<file path="src/rtl/mem_lsu.sv">
// mem_lsu: load/store unit for the MEM stage.
// Byte/half/word loads and stores against a DATA_WIDTH-wide cache, with byte
// enables, store-data lane replication, load alignment and sign/zero extension.
// A three-state FSM (IDLE/ACCESS/RESP) holds the cache request across
// cache_waitrequest and stalls upstream. Non-memory ops pass straight through.
// Optional feature macro: MEM_LSU_ALIGN_CHECK_EN. When defined, misaligned
// half/word accesses raise addr_error and are not sent to the cache. When
// undefined, the misaligned low address bits are masked off.
module mem_lsu #(
   parameter int ADDR_WIDTH = 32,
   parameter int DATA_WIDTH = 32
) (
   input  logic                      clock,
   input  logic                      reset_n,
   output logic                      cache_rd,
   output logic                      cache_wr,
   output logic [ADDR_WIDTH-1:0]     cache_addr,
   output logic [DATA_WIDTH/8-1:0]   cache_be,
   output logic [DATA_WIDTH-1:0]     cache_wr_data,
   input  logic [DATA_WIDTH-1:0]     cache_data,
   input  logic                      cache_waitrequest,
   input  logic                      load_inst,
   input  logic                      store_inst,
   input  logic [1:0]                mem_size,
   input  logic                      load_unsigned,
   input  logic [31:0]               agu_result,
   input  logic [31:0]               store_data,
   input  logic [4:0]                dest_reg,
   input  logic                      dest_reg_valid,
   output logic [31:0]               result,
   output logic [4:0]                result_dest_reg,
   output logic                      result_dest_valid,
   output logic                      stall,
   output logic                      addr_error
);

   localparam int BE = DATA_WIDTH / 8;
   localparam int L  = $clog2(BE);

   localparam logic [1:0] SZ_BYTE = 2'b00;
   localparam logic [1:0] SZ_HALF = 2'b01;
   localparam logic [1:0] SZ_WORD = 2'b10;

   typedef enum logic [1:0] {
      IDLE   = 2'd0,
      ACCESS = 2'd1,
      RESP   = 2'd2
   } state_t;

   state_t state_q, state_d;

   // Clear the low address bits a half or word access ignores.
   function automatic logic [31:0] align_addr(input logic [31:0] a, input logic [1:0] sz);
      logic [31:0] r;
      r = a;
      if (sz == SZ_HALF)      r[0]   = 1'b0;
      else if (sz == SZ_WORD) r[1:0] = 2'b00;
      return r;
   endfunction

   // Byte-lane enables for the access size at lane offset o.
   function automatic logic [BE-1:0] byte_enables(input logic [L-1:0] o, input logic [1:0] sz);
      logic [BE-1:0] be;
      case (sz)
         SZ_BYTE: be = BE'(1)     << o;
         SZ_HALF: be = BE'(3)     << (o & ~L'(1));
         default: be = BE'(4'hF)  << (o & ~L'(3));
      endcase
      return be;
   endfunction

   // Replicate the store operand across every lane of the cache word.
   function automatic logic [DATA_WIDTH-1:0] store_lanes(input logic [31:0] sd, input logic [1:0] sz);
      logic [DATA_WIDTH-1:0] w;
      case (sz)
         SZ_BYTE: w = {BE{sd[7:0]}};
         SZ_HALF: w = {(BE/2){sd[15:0]}};
         default: w = {(BE/4){sd}};
      endcase
      return w;
   endfunction

   // Shift the addressed lane down to bit 0 and extend it to 32 bits.
   function automatic logic [31:0] load_extract(input logic [DATA_WIDTH-1:0] d,
                                                input logic [L-1:0] o,
                                                input logic [1:0] sz,
                                                input logic uns);
      logic [31:0]        low;
      logic signed [7:0]  b;
      logic signed [15:0] h;
      logic [31:0]        r;
      low = 32'(d >> {o, 3'b000});
      b   = $signed(low[7:0]);
      h   = $signed(low[15:0]);
      case (sz)
         SZ_BYTE: r = uns ? {24'd0, b} : {{24{b[7]}}, b};
         SZ_HALF: r = uns ? {16'd0, h} : {{16{h[15]}}, h};
         default: r = low;
      endcase
      return r;
   endfunction

   logic                  mem_op;
   logic [1:0]            size_eff;
   logic [31:0]           addr_m;
   logic [31:0]           line_addr;
   logic [L-1:0]          lane_off;
   logic                  align_err;
   logic                  accept;

   assign mem_op    = load_inst | store_inst;
   assign size_eff  = (mem_size == 2'b11) ? SZ_WORD : mem_size;
   assign addr_m    = align_addr(agu_result, size_eff);
   assign line_addr = addr_m >> L;
   assign lane_off  = addr_m[L-1:0];

`ifdef MEM_LSU_ALIGN_CHECK_EN
   logic misaligned;
   assign misaligned = ((size_eff == SZ_HALF) && agu_result[0]) ||
                       ((size_eff == SZ_WORD) && (agu_result[1:0] != 2'b00));
   assign align_err  = (state_q == IDLE) && mem_op && misaligned;
`else
   assign align_err  = 1'b0;
`endif

   assign accept = (state_q == IDLE) && mem_op && !align_err;

   // Request registers (p1 = captured at accept, driven during ACCESS)
   logic                  req_rd_p1;
   logic                  req_wr_p1;
   logic [ADDR_WIDTH-1:0] addr_p1;
   logic [BE-1:0]         be_p1;
   logic [DATA_WIDTH-1:0] wdata_p1;
   logic [L-1:0]          off_p1;
   logic [1:0]            size_p1;
   logic                  uns_p1;
   logic [4:0]            dest_p1;
   logic                  dvalid_p1;
   logic [31:0]           result_p1;

   // State register.
   always_ff @(posedge clock) begin
      if (!reset_n) state_q <= IDLE;
      else          state_q <= state_d;
   end

   // Request direction flags; cleared by reset so an abandoned access is forgotten.
   always_ff @(posedge clock) begin
      if (!reset_n) begin
         req_rd_p1 <= 1'b0;
         req_wr_p1 <= 1'b0;
      end else if (accept) begin
         req_rd_p1 <= load_inst;
         req_wr_p1 <= !load_inst;
      end
   end

   // Request datapath capture at accept; outputs are gated by state so no reset needed.
   always_ff @(posedge clock) begin
      if (accept) begin
         addr_p1   <= ADDR_WIDTH'(line_addr);
         be_p1     <= byte_enables(lane_off, size_eff);
         wdata_p1  <= store_lanes(store_data, size_eff);
         off_p1    <= lane_off;
         size_p1   <= size_eff;
         uns_p1    <= load_unsigned;
         dest_p1   <= dest_reg;
         dvalid_p1 <= dest_reg_valid;
      end
   end

   // Load result capture when the cache returns data.
   always_ff @(posedge clock) begin
      if (!reset_n)
         result_p1 <= 32'd0;
      else if ((state_q == ACCESS) && !cache_waitrequest && req_rd_p1)
         result_p1 <= load_extract(cache_data, off_p1, size_p1, uns_p1);
   end

   // Next-state and output decode.
   always_comb begin
      state_d           = state_q;
      cache_rd          = 1'b0;
      cache_wr          = 1'b0;
      cache_addr        = '0;
      cache_be          = '0;
      cache_wr_data     = '0;
      result            = agu_result;
      result_dest_reg   = dest_reg;
      result_dest_valid = 1'b0;
      stall             = 1'b0;
      addr_error        = align_err;
      case (state_q)
         IDLE: begin
            if (accept) begin
               state_d = ACCESS;
               stall   = 1'b1;
            end else if (!mem_op) begin
               result_dest_valid = dest_reg_valid;
            end
         end
         ACCESS: begin
            cache_rd        = req_rd_p1;
            cache_wr        = req_wr_p1;
            cache_addr      = addr_p1;
            cache_be        = be_p1;
            cache_wr_data   = wdata_p1;
            result          = result_p1;
            result_dest_reg = dest_p1;
            stall           = 1'b1;
            if (!cache_waitrequest) state_d = RESP;
         end
         RESP: begin
            result            = result_p1;
            result_dest_reg   = dest_p1;
            result_dest_valid = req_rd_p1 & dvalid_p1;
            state_d           = IDLE;
         end
         default: state_d = IDLE;
      endcase
   end

endmodule

</file>
<file path="config.mk">
export PLATFORM = sky130hd
export DESIGN_NAME = mem_lsu
export DESIGN_NICKNAME = d
export VERILOG_FILES = /design/src/rtl/mem_lsu.sv
export SDC_FILE = /design/constraint.sdc
export NUM_CORES = 1
export LEC_CHECK = 0
export BUFFER_PORTS_ARGS = -buffer_cell sky130_fd_sc_hd__buf_4
export CAP_MARGIN = 10
export CORE_MARGIN = 4
export CORE_UTILIZATION = 40
export DETAILED_ROUTE_END_ITERATION = 16
export HOLD_SLACK_MARGIN = 0.1
export PLACE_DENSITY = 0.67
export SLEW_MARGIN = 20
export SYNTH_ARGS = -nofsm -noshare
export SYNTH_HDL_FRONTEND = slang
export SYNTH_SLANG_ARGS = --single-unit
</file>
<file path="constraint.sdc">
create_clock -name clock -period 4.5 [get_ports clock]
set_input_delay 0.225 -clock clock [delete_from_list [all_inputs] [get_ports clock]]
set_output_delay 0.225 -clock clock [all_outputs]
set_load 0.02 [all_outputs]
</file>
======== Word level (Yosys, flattened, before mapping) ========
Cells that the tools add are included.
word-level totals
  register bits ........................... 113
  latch bits .............................. 0
  memory bits (writable) .................. 0
  ROM bits ................................ 0
  input bits .............................. 110
  output and inout port bits .............. 110
  memories kept ........................... 0
cells by class
  $add $sub $neg .......................... 0
  multipliers ............................. 0
  divide/modulo/power cells ............... 0
  magnitude comparators ................... 0
  eq/ne operators ......................... 8
  shift-type cells ........................ 3
  mux-type cells .......................... 24
  bitwise logic cells ..................... 2
  reductions and logical operators ........ 10
operators by type and width
  cell                   count
  $mux W32               4
  $pmux W32 S2           2
  $shr A32 B5 Y32        1
  $mux W30               1
  $mux W2                4
  $pmux W4 S2            1
  $mux W1                7
  $eq A2 B1 Y1 const B   3
  $eq A2 B2 Y1 const B   3
  $logic_not A2 Y1       3
  $mux W5                1
  $mux W4                1
  $ne A2 B2 Y1 const B   2
  $pmux W1 S2            2
  $pmux W2 S2            1
  $shl A1 B2 Y4 const A  1
  $shl A2 B2 Y4 const A  1
  $logic_and A1 B1 Y1    3
  $logic_not A1 Y1       2
  $reduce_and A2 Y1      1
  $reduce_or A2 Y1       1
  $and A1 B1 Y1          1
  $or A1 B1 Y1           1

======== Longest topological paths before layout ========
  depth in word-level cells ............... 7
  gate-level depth with buffers ........... 9
  gate-level depth less buffers ........... 6

======== Worst setup path after synthesis ========
Ideal clock, no wire load.
  kind .................................... flip-flop to flip-flop
  start ................................... register state_q[0]
  end ..................................... register addr_p1[0], enable pin
  library setup time ...................... 0.431 ns
  arrival ................................. 2.228 ns
  setup slack ............................. 1.842 ns
  stages on the path, launching flop included .. 5
  clock period less this slack ............ 2.658 ns
  cell sequence ........................... dfxtp_1 -> inv_1 -> ha_1 -> o21ai_0 -> inv_1
on the way
  word-level cells in the longest chain between the ends .. 2
ends and longest elaborated chain
  what                    line  RTL
  start, declared         50    state_t state_q, state_d;
  start signal, assigned  144   else state_q <= state_d;
  $logic_not A2 Y1        126   assign accept = (state_q == IDLE) && mem_op && !align_err;
  $logic_and A1 B1 Y1     126
  named net accept        109   logic accept;
  end signal, assigned    161   addr_p1 <= ADDR_WIDTH'(line_addr);
  end, declared           131   logic [ADDR_WIDTH-1:0] addr_p1;
The timed path passes the listed nets, and every way through them passes these cells.
A chain may end at the register's enable or synchronous reset.

======== Worst setup path after layout ========
  start ................................... register state_q[1]
  end ..................................... register result_p1[15]
on the way
  word-level cells in the longest chain between the ends .. 3
ends and longest elaborated chain
  what                              line  RTL
  $eq A2 B1 Y1                      176   else if ((state_q == ACCESS) && !cache_waitrequest && req_rd_p1)
  $logic_and A1 B1 Y1 (2 in a row)  176
  end signal, assigned              177   result_p1 <= load_extract(cache_data, off_p1, size_p1, uns_p1);
  end, declared                     139   logic [31:0] result_p1;
Every way passes these cells.

==> flow_summary.yaml <==
detailed_routing:
  first_pass_iters: 4
  met3_length_um: 1490
  wirelength_um: 15700
  viasPerCell: 4.99
  initialDrtViolationCount: 203
  drtAntennaViolNets: 0
  wl_met1_um: 6260
  wl_met2_um: 7690
  wl_per_cell_um: 17.0
  top_layer: "met4"
  drc: 0
  vias: 4591
yosys:
  syn_area_per_cell_um2: 11.7
  yosys_most_used_dff: "edfxtp_1"
  yosysSeqAreaShare: 0.543
  syn_inst: 476
  yosys.area.top_type_share: 0.414
  synth_warnings: 0
  synth_seq_cells: 113
  synth_edf_count: 77
  synthArstFlopShare: 0
  synth_area_leaders: "edfxtp_1 41%, mux2_2 14%, dfxtp_1 13%"
  synth_cell_types: 34
  synth.largest_area_cell: "edfxtp_1"
  syn_area_um2: 5580
placement:
  post_dp_cell_area_um2: 7270
  placedCellCount: 833
  place_congestion: 0.815
  dp_hpwl_um: 10900
  post-place-ws_ns: 1.72
  port_buffers: 216
timing:
  skew_ns: 0.00893
  finalMaxSlewViolations: 0
  whs_ns: 0.114
  finalSetupViolCount: 0
  fin_ws_ns: 1.75
  tns_ns: 0
  tightestPinTransition_ns: 0.949
  fin_crit_sh: 0.611
  rsz0062_at_grt: "false"
  fmax_mhz: 364
  min_period_ns: 2.75
  hold_violations: 0
  slew-limit-headroom: 0.367
worst_hold_path:
  hold_path.class: "input pin to register"
die:
  fp-row-count: 42
  dieArea_um2: 15900
  pin_count: 220
  core_um2: 13500
  start_util: 0.415
  die-height_um: 126
  die_x_um: 126
clock_tree:
  clockRootBuffer: "clkbuf_16"
  tritoncts: "done"
  h-tree-depth: 4
  insertion_delay_ns: 0.41
  clk_pin_slew_ns: 0.06
  clk_path_buf_depth: 2
  numClockSinks: 113
  cts_buffers: 17
global_route:
  grt_max_degree: 74
  grt_first_pass_wirelength_um: 24700
  grt_pass1_vias: 4759
  grt.overflow.total: 0
  grt_usage: 0.195
  antenna_found_initial: 0
finish:
  utilization: 0.628
  nFillCells: 1093
  area_growth_pct: 51.3
  drive_gt1_frac: 0.436
  multiInputGateArea_um2: 2360
  final_common_cell: "buf_4"
  final_cell_mix: "219 x buf_4, 77 x edfxtp_1, 69 x and2_1, 68 x mux2_2, 54 x dlygate4sd3_1"
  seqCellArea_um2: 3030
  fin_cells: 920
  design_area_um2: 8440
  fin_nets: 843
critical_path:
  critPathCaptureType: "register"
  path_max_fanout: 73
  crit_required_ns: 4.86
  critPathKind: "register to register"
  cp.arrival_ns: 3.11
  start_kind: "register"
pwr:
  p_leak_nw: 3.59
  ir_worst_vdd_uv: 248
  p_per_area_nw_per_um2: 416
  report.power.total_mw: 3.51
outcome:
  status: "finished clean"
flow_run:
  maxCapViolCount: 0
-- power breakdown --
| part | internal, mW | switching (mW) |
|---|---|---|
| Clock | 0.930 | 0.495 |
| Combinational | 0.385 | 0.431 |
| Sequential | 1.23 | 0.0339 |
-- per-layer routing --
| metal | up-vias | GRT usage |
|---|---|---|
| met4 | 0 | 0.0625 |
| met2 | 200 | 0.329 |
| li1 | 2226 | - |
| met5 | - | 0 |
| met3 | 20 | 0.0787 |
| met1 | 2145 | 0.226 |
-- sequential cells by signal, indices dropped and copies added, names as in the netlist, 2 cells and up --
signal     cells
addr_p1       30
be_p1          4
dest_p1        5
off_p1         2
result_p1     32
size_p1        2
state_q        2
wdata_p1      32
-- worst paths after layout --
path,start,to,slack (ns),cells after the start
hold reg to reg,result_p1[1]$_SDFFE_PN0P_,result_p1[1]$_SDFFE_PN0P_,0.47,2
setup / recovery,state_q[1]$_SDFFE_PN0P_,result_p1[15]$_SDFFE_PN0P_,1.75,7
hold / removal,store_data[18],wdata_p1[18]$_DFFE_PP_,0.11,2
setup reg to reg,state_q[1]$_SDFFE_PN0P_,result_p1[15]$_SDFFE_PN0P_,1.75,7
-- synthesized netlist by cell type (5+ instances only) --
cell	n
clkbuf_1	20
and2_1	69
nor2_1	6
mux2i_1	17
a21boi_0	9
dfxtp_1	36
nand2b_1	5
nor2b_1	6
o211ai_1	8
mux2_2	68
a21oi_1	44
nand2_1	29
o21ai_0	35
buf_2	9
a22o_1	8
edfxtp_1	77
-- worst max-delay path, cell delays in order (launching register included) --
cell     delay [ns]
dfxtp_1        0.31
inv_1          0.10
ha_2           0.17
buf_4          0.45
and3b_1        0.82
nand2_1        0.11
a21oi_1        0.49
a22o_1         0.23
-- kinds of logic after synthesis --
group	synth area share
and+or+nand+nor	0.120
DFF	0.543
AOI/OAI and AO/OA	0.116
muxes	0.176
buffers and inverters	0.0365
adders and majority gates	0.00673
other	0.000672
-- cell type report --
type,count,share of cell area
diodes,1,0.000296
clock buffers,17,0.0504
clock inverters,15,0.0246
inverters,3,0.00148
multi-input cells,322,0.279
flip-flops and latches,113,0.359
well taps,176,0.0261
repair buffers,273,0.259
-- repair_timing --
item                                    CTS  global route
endpoints found under the setup margin    0             0
gates resized for setup                   0             0
hold endpoints to repair                 53             0
hold buffers                             54             0
buffers inserted                          0             0
No activity file was read; power rests on OpenSTA's default activity.
